==> src/rtl/stopwatch_pkg.sv <==
// Shared state encoding and default timing for the stopwatch button controller.
package stopwatch_pkg;

  localparam logic [1:0] ST_IDLE    = 2'd0;
  localparam logic [1:0] ST_RUNNING = 2'd1;
  localparam logic [1:0] ST_PAUSED  = 2'd2;
  localparam logic [1:0] ST_LAP     = 2'd3;

  typedef enum logic [1:0] {
    IDLE    = ST_IDLE,
    RUNNING = ST_RUNNING,
    PAUSED  = ST_PAUSED,
    LAP     = ST_LAP
  } state_e;

  localparam int DEFAULT_DEBOUNCE_MS   = 20;
  localparam int DEFAULT_LONG_PRESS_MS = 1000;
  localparam int DEFAULT_CNT_W         = 10;

endpackage

==> src/rtl/btn_debounce.sv <==
// Two-flop synchroniser plus counting debouncer for one raw push-button.
// Emits the filtered level and registered one-cycle press/release pulses.
module btn_debounce
  import stopwatch_pkg::*;
#(
  parameter int DEBOUNCE_MS = DEFAULT_DEBOUNCE_MS,
  parameter int CNT_W       = DEFAULT_CNT_W
) (
  input  logic clk_1khz,
  input  logic reset_in,
  input  logic btn_raw,
  output logic level_o,
  output logic press_o,
  output logic release_o
);

  logic             sync1_q, sync1_d;
  logic             sync2_q, sync2_d;
  logic             level_q, level_d;
  logic             level_dly_q, level_dly_d;
  logic [CNT_W-1:0] cnt_q, cnt_d;
  logic             press_q, press_d;
  logic             release_q, release_d;

  always_comb begin
    sync1_d     = btn_raw;
    sync2_d     = sync1_q;
    level_d     = level_q;
    level_dly_d = level_q;
    cnt_d       = '0;
    press_d     = level_q & ~level_dly_q;
    release_d   = ~level_q & level_dly_q;
    // Any matching sample restarts the count, so only an unbroken run flips the level.
    if (sync2_q != level_q) begin
      if (cnt_q >= CNT_W'(DEBOUNCE_MS - 1)) begin
        level_d = ~level_q;
      end else begin
        cnt_d = cnt_q + CNT_W'(1);
      end
    end
  end

  always_ff @(posedge clk_1khz) begin
    if (reset_in) begin
      sync1_q     <= 1'b0;
      sync2_q     <= 1'b0;
      level_q     <= 1'b0;
      level_dly_q <= 1'b0;
      cnt_q       <= '0;
      press_q     <= 1'b0;
      release_q   <= 1'b0;
    end else begin
      sync1_q     <= sync1_d;
      sync2_q     <= sync2_d;
      level_q     <= level_d;
      level_dly_q <= level_dly_d;
      cnt_q       <= cnt_d;
      press_q     <= press_d;
      release_q   <= release_d;
    end
  end

  assign level_o   = level_q;
  assign press_o   = press_q;
  assign release_o = release_q;

endmodule

==> src/rtl/stopwatch_ctrl.sv <==
// Stopwatch mode controller: debounced buttons, lap/reset hold timing and the
// IDLE/RUNNING/PAUSED/LAP state machine driving run, clear and freeze.
module stopwatch_ctrl
  import stopwatch_pkg::*;
#(
  parameter int DEBOUNCE_MS   = DEFAULT_DEBOUNCE_MS,
  parameter int LONG_PRESS_MS = DEFAULT_LONG_PRESS_MS,
  parameter int CNT_W         = DEFAULT_CNT_W
) (
  input  logic       clk_1khz,
  input  logic       reset_in,
  input  logic       btn_start_stop,
  input  logic       btn_lap_reset,
  output logic       run,
  output logic       clear,
  output logic       freeze,
  output logic [1:0] state_o
);

  // Index 0 is start/stop, index 1 is lap/reset.
  logic [1:0] btn_raw, lvl, prs, rel;
  logic       unused_pulses;

  assign btn_raw = {btn_lap_reset, btn_start_stop};

  genvar gi;
  generate
    for (gi = 0; gi < 2; gi = gi + 1) begin : g_btn
      btn_debounce #(
        .DEBOUNCE_MS(DEBOUNCE_MS),
        .CNT_W      (CNT_W)
      ) u_deb (
        .clk_1khz (clk_1khz),
        .reset_in (reset_in),
        .btn_raw  (btn_raw[gi]),
        .level_o  (lvl[gi]),
        .press_o  (prs[gi]),
        .release_o(rel[gi])
      );
    end
  endgenerate

  assign unused_pulses = ^{lvl[0], rel[0], prs[1]};

  state_e           state_q, state_d;
  logic [CNT_W-1:0] hold_q, hold_d;
  logic             consumed_q, consumed_d;
  logic             long_q, long_d;
  logic             short_evt, start_evt;
  logic             run_q, run_d;
  logic             freeze_q, freeze_d;
  logic             clear_q, clear_d;

  assign start_evt = prs[0];

  always_comb begin
    hold_d     = hold_q;
    consumed_d = consumed_q;
    long_d     = 1'b0;
    short_evt  = rel[1] & ~consumed_q;
    if (lvl[1]) begin
      if (hold_q < CNT_W'(LONG_PRESS_MS)) begin
        hold_d = hold_q + CNT_W'(1);
      end
    end else begin
      hold_d = '0;
    end
    // A press that already fired the long event must not also act on release.
    if (rel[1]) begin
      consumed_d = 1'b0;
    end else if ((hold_q == CNT_W'(LONG_PRESS_MS)) && !consumed_q) begin
      long_d     = 1'b1;
      consumed_d = 1'b1;
    end
  end

  always_comb begin
    state_d = state_q;
    clear_d = 1'b0;
    if (long_q) begin
      state_d = IDLE;
      clear_d = 1'b1;
    end else if (start_evt) begin
      case (state_q)
        IDLE:    state_d = RUNNING;
        RUNNING: state_d = PAUSED;
        LAP:     state_d = PAUSED;
        PAUSED:  state_d = RUNNING;
        default: state_d = IDLE;
      endcase
    end else if (short_evt) begin
      case (state_q)
        IDLE:    clear_d = 1'b1;
        RUNNING: state_d = LAP;
        LAP:     state_d = RUNNING;
        PAUSED: begin
          state_d = IDLE;
          clear_d = 1'b1;
        end
        default: state_d = IDLE;
      endcase
    end
    run_d    = (state_d == RUNNING) || (state_d == LAP);
    freeze_d = (state_d == LAP);
  end

  always_ff @(posedge clk_1khz) begin
    if (reset_in) begin
      state_q    <= IDLE;
      hold_q     <= '0;
      consumed_q <= 1'b0;
      long_q     <= 1'b0;
      run_q      <= 1'b0;
      freeze_q   <= 1'b0;
      clear_q    <= 1'b0;
    end else begin
      state_q    <= state_d;
      hold_q     <= hold_d;
      consumed_q <= consumed_d;
      long_q     <= long_d;
      run_q      <= run_d;
      freeze_q   <= freeze_d;
      clear_q    <= clear_d;
    end
  end

  assign run     = run_q;
  assign freeze  = freeze_q;
  assign clear   = clear_q;
  assign state_o = state_q;

endmodule
==> config.mk <==
export PLATFORM = sky130hd
export DESIGN_NAME = stopwatch_ctrl
export DESIGN_NICKNAME = d
export VERILOG_FILES = /design/src/rtl/stopwatch_pkg.sv /design/src/rtl/btn_debounce.sv /design/src/rtl/stopwatch_ctrl.sv
export SDC_FILE = /design/constraint.sdc
export NUM_CORES = 1
export LEC_CHECK = 0
export ABC_AREA = 1
export BUFFER_PORTS_ARGS = -buffer_cell sky130_fd_sc_hd__buf_2
export CORE_UTILIZATION = 45
export DETAILED_ROUTE_END_ITERATION = 7
export GPL_ROUTABILITY_DRIVEN = 0
export PLACE_DENSITY_LB_ADDON = 0.12
export SETUP_SLACK_MARGIN = 0.02
export SYNTH_ARGS = -nofsm -noshare
export SYNTH_HDL_FRONTEND = slang
export SYNTH_SLANG_ARGS = --single-unit
export TNS_END_PERCENT = 5
==> constraint.sdc <==
create_clock -name clk_1khz -period 3.3 [get_ports clk_1khz]
set_input_delay 0.33 -clock clk_1khz [delete_from_list [all_inputs] [get_ports clk_1khz]]
set_output_delay 0.33 -clock clk_1khz [all_outputs]
set_load 0.02 [all_outputs]
==> flow_summary.toml <==
[power]
cellPowerDensity_mw_per_mm2 = 496
comb_power_share_pct = 2.1
power.switching_w = 0.000201
clock_power_share_pct = 40.7
pwr-share-seq_pct = 57.1
p_leak_nw = 0.927
power.share.switching_pct = 20.2
vdd_drop_max_v = 0.000281
intPower_w = 0.000796

[setup_path]
cp_max_fo = 5
end_kind = "register"
worst-r2r-cell-count = 7
crit_chain = "ha_1, inv_1, nor2_1, nand2_1, nand2_1, nand2_1, a21oi_1"
r2r-end = "hold_q[4]"
worstSetupPathType = "register to register"
slowest_delay_ns = 0.42
startpoint_type = "register"
cp_num_buf_inv = 1
r2r_slack_ns = 2.04
cp_slowest_cell = "dfxtp_1"
cp.arrival_ns = 1.50
worst_path_dominant_cell_family = "flip-flops"
crit_required_ns = 3.53
r2r-start = "hold_q[0]"
cpMostUsedCell = "nand2_1"

[clock_tree]
htreeDepth = 2
cts_buffers = 5
hold_buffers = 0
post_cts_buffers = 0
cts.sinks = 46
clk_pin_slew_ns = 0.08
clock_path_buffers = 2
root_buffer = "clkbuf_8"
cts_tree = "yes"
clk_latency_ns = 0.29
cts_resized = 0

[grt]
grt.total_usage_pct = 16.1
antenna_found_initial = 0
grt_max_degree = 15
grt_first_pass_wirelength_um = 5240
grt_pass1_vias = 1348
overflow = 0

[die]
chipWidth_um = 65.1
fp.coreArea_mm2 = 0.00374
dieArea_mm2 = 0.00424
row_count = 22
chipHeight_um = 65.1
start_util_pct = 47.9
ios = 9

[synth]
ys_ff_latch = 46
syn_area_mm2 = 0.00179
yosys.area.top_type = "dfxtp_1"
synth.avg_cell_area_um2 = 7.79
yosys_warnings = 0
ys_seq_area_share_pct = 51.4
synth_top_area_share_pct = 51.4
synthCells = 230
synthTopCellsByArea = "dfxtp_1 (51%), nand2_1 (9.0%), inv_1 (8.4%)"
synth_cell_type_count = 21

[route]
dr_total_vias = 1320
routed_wl_um = 2660
ant_nets = 0
via_per_inst = 4.40
avgRoutedWirePerCell_um = 8.88
dr.pass1.iters = 4
drcViolationCount = 0
drt_iter0_markers = 53

[finish]
n_antenna_cell = 0
drive_above_1_share_pct = 8.73
finalNonFillerCells = 300
nNetsFinal = 259
area_growth_pct = 12.2
fin_util_pct = 53.7

[place]
dpl_worst_slack_ns = 2.08
post-dp-hpwl_um = 1950
port-buffer-count = 8
placed_cells = 292

[hold_path]
min_path_cells = 3
hp-class = "input port to register"
hold_end = "g_btn[1].u_deb.sync1_q"
min_from = "btn_lap_reset"

[sta]
fmax_mhz = 792
rsz0062_at_grt = "false"
finalCriticalPeriod_ns = 1.26
fin_worst_skew_ns = 0.00650
setup_viol = 0
finalSetupTns_ns = 0
hold_violations = 0
fin_crit_sh_pct = 38.3
maxSlewViolCount = 0
setup_ws_ns = 2.04

[flow_run]
maxCapViolations = 0

[run_status]
outcome = "finished clean"
## cell usage in the layout, fill, tap and decap left out
cell / n
nand4_1: 5
nor2_1: 39
nor2_8: 1
xnor2_1: 2
conb_1: 10
a211oi_1: 1
nor2_4: 1
or2_0: 2
ha_1: 4
dfxtp_1: 46
bufinv_16: 1
a21oi_1: 9
nor4_1: 1
inv_1: 40
xor2_1: 5
buf_2: 8
nand2_2: 4
clkinv_2: 2
nand3_1: 21
nand2_1: 43
clkbuf_8: 5
nor3_1: 2
## tightest hold or removal path: cells and delay by family
family / cells / cell delay (ns)
simple gates: 1 / 0.06
buf+inv: 2 / 0.10
## Yosys cell counts, drive strengths merged
master and count:
dfxtp 46, a21oi 9, conb 1, nor4 1, nor3 2, inv 40, nand4 5, or2 2
buf 3, nor2 41, xnor2 2, nand2 47, xor2 5, a211oi 1, ha 4, nand3 21
## power groups by stage
stage	Sequential [W]	Combinational, W	Clock (W)
after floorplan	0.000583	0.0000158	0
after global placement	0.000583	0.0000212	0
after detailed placement	0.000583	0.0000215	0
after CTS	0.000570	0.0000216	0.000420
after global routing	0.000572	0.0000263	0.000440
final	0.000570	0.0000214	0.000406
## flip-flops by register name (all words and copies together) (netlist names)
register	flops
g_btn.u_deb.cnt_q	20
hold_q	10
g_btn.u_deb.level_dly_q	2
g_btn.u_deb.level_o	2
g_btn.u_deb.sync1_q	2
g_btn.u_deb.sync2_q	2
clear	1
consumed_q	1
freeze	1
g_btn.u_deb.press_o	1
g_btn.u_deb.release_o	1
long_q	1
run	1
state_o	1
## how the worst max path moves through the flow
| stage | cells past startpoint | endpoint | slack [ns] | startpoint |
|---|---|---|---|---|
| after floorplan | 6 | hold_q[8] | 2.22 | hold_q[0] |
| after global placement | 6 | hold_q[8] | 2.06 | hold_q[0] |
| after detailed placement | 7 | hold_q[4] | 2.08 | hold_q[0] |
| after CTS | 7 | hold_q[4] | 2.06 | hold_q[0] |
| after global routing | 6 | hold_q[8] | 1.89 | hold_q[0] |
| final | 7 | hold_q[4] | 2.04 | hold_q[0] |
## kinds of logic (layout without fill, tap and decap cells)
| family | count (synthesis) | count (layout) | share of synthesized area [%] |
|---|---|---|---|
| simple gates | 119 | 119 | 29.5 |
| flops | 46 | 46 | 51.4 |
| buf+inv | 43 | 56 | 9.71 |
| compound gates | 10 | 10 | 2.93 |
| xor+xnor | 7 | 7 | 3.42 |
| fa+ha+maj | 4 | 4 | 2.79 |
| other cells | 1 | 10 | 0.209 |
## metal layers
layer / track usage (%) / up-vias / wire, um
met5: 0 / - / 0
met4: 7.88 / 0 / 38
met3: 5.38 / 4 / 97
met2: 27.1 / 14 / 1080
met1: 18.1 / 573 / 1450
li1: - / 729 / -
## per-stage QoR
step                cell area (um2)  power (W)  hold slack (ns)
finish                         2010   0.000998            0.233
global route                   2010    0.00104            0.245
global placement               1900   0.000604            0.378
detailed placement             1900   0.000605            0.380
CTS                            2010    0.00101            0.223
floorplan                      1830   0.000599            0.373
## cell type report
| type | count | area (um2) |
|---|---|---|
| clock buffer | 5 | 68.8 |
| clock inverter | 3 | 40.0 |
| fill | 386 | 1730 |
| inverter | 40 | 150 |
| multi-input combinational | 150 | 731 |
| sequential | 46 | 921 |
| tap | 48 | 60.1 |
| timing repair buffer | 8 | 40.0 |
No activity file was read; power rests on OpenSTA's default activity.
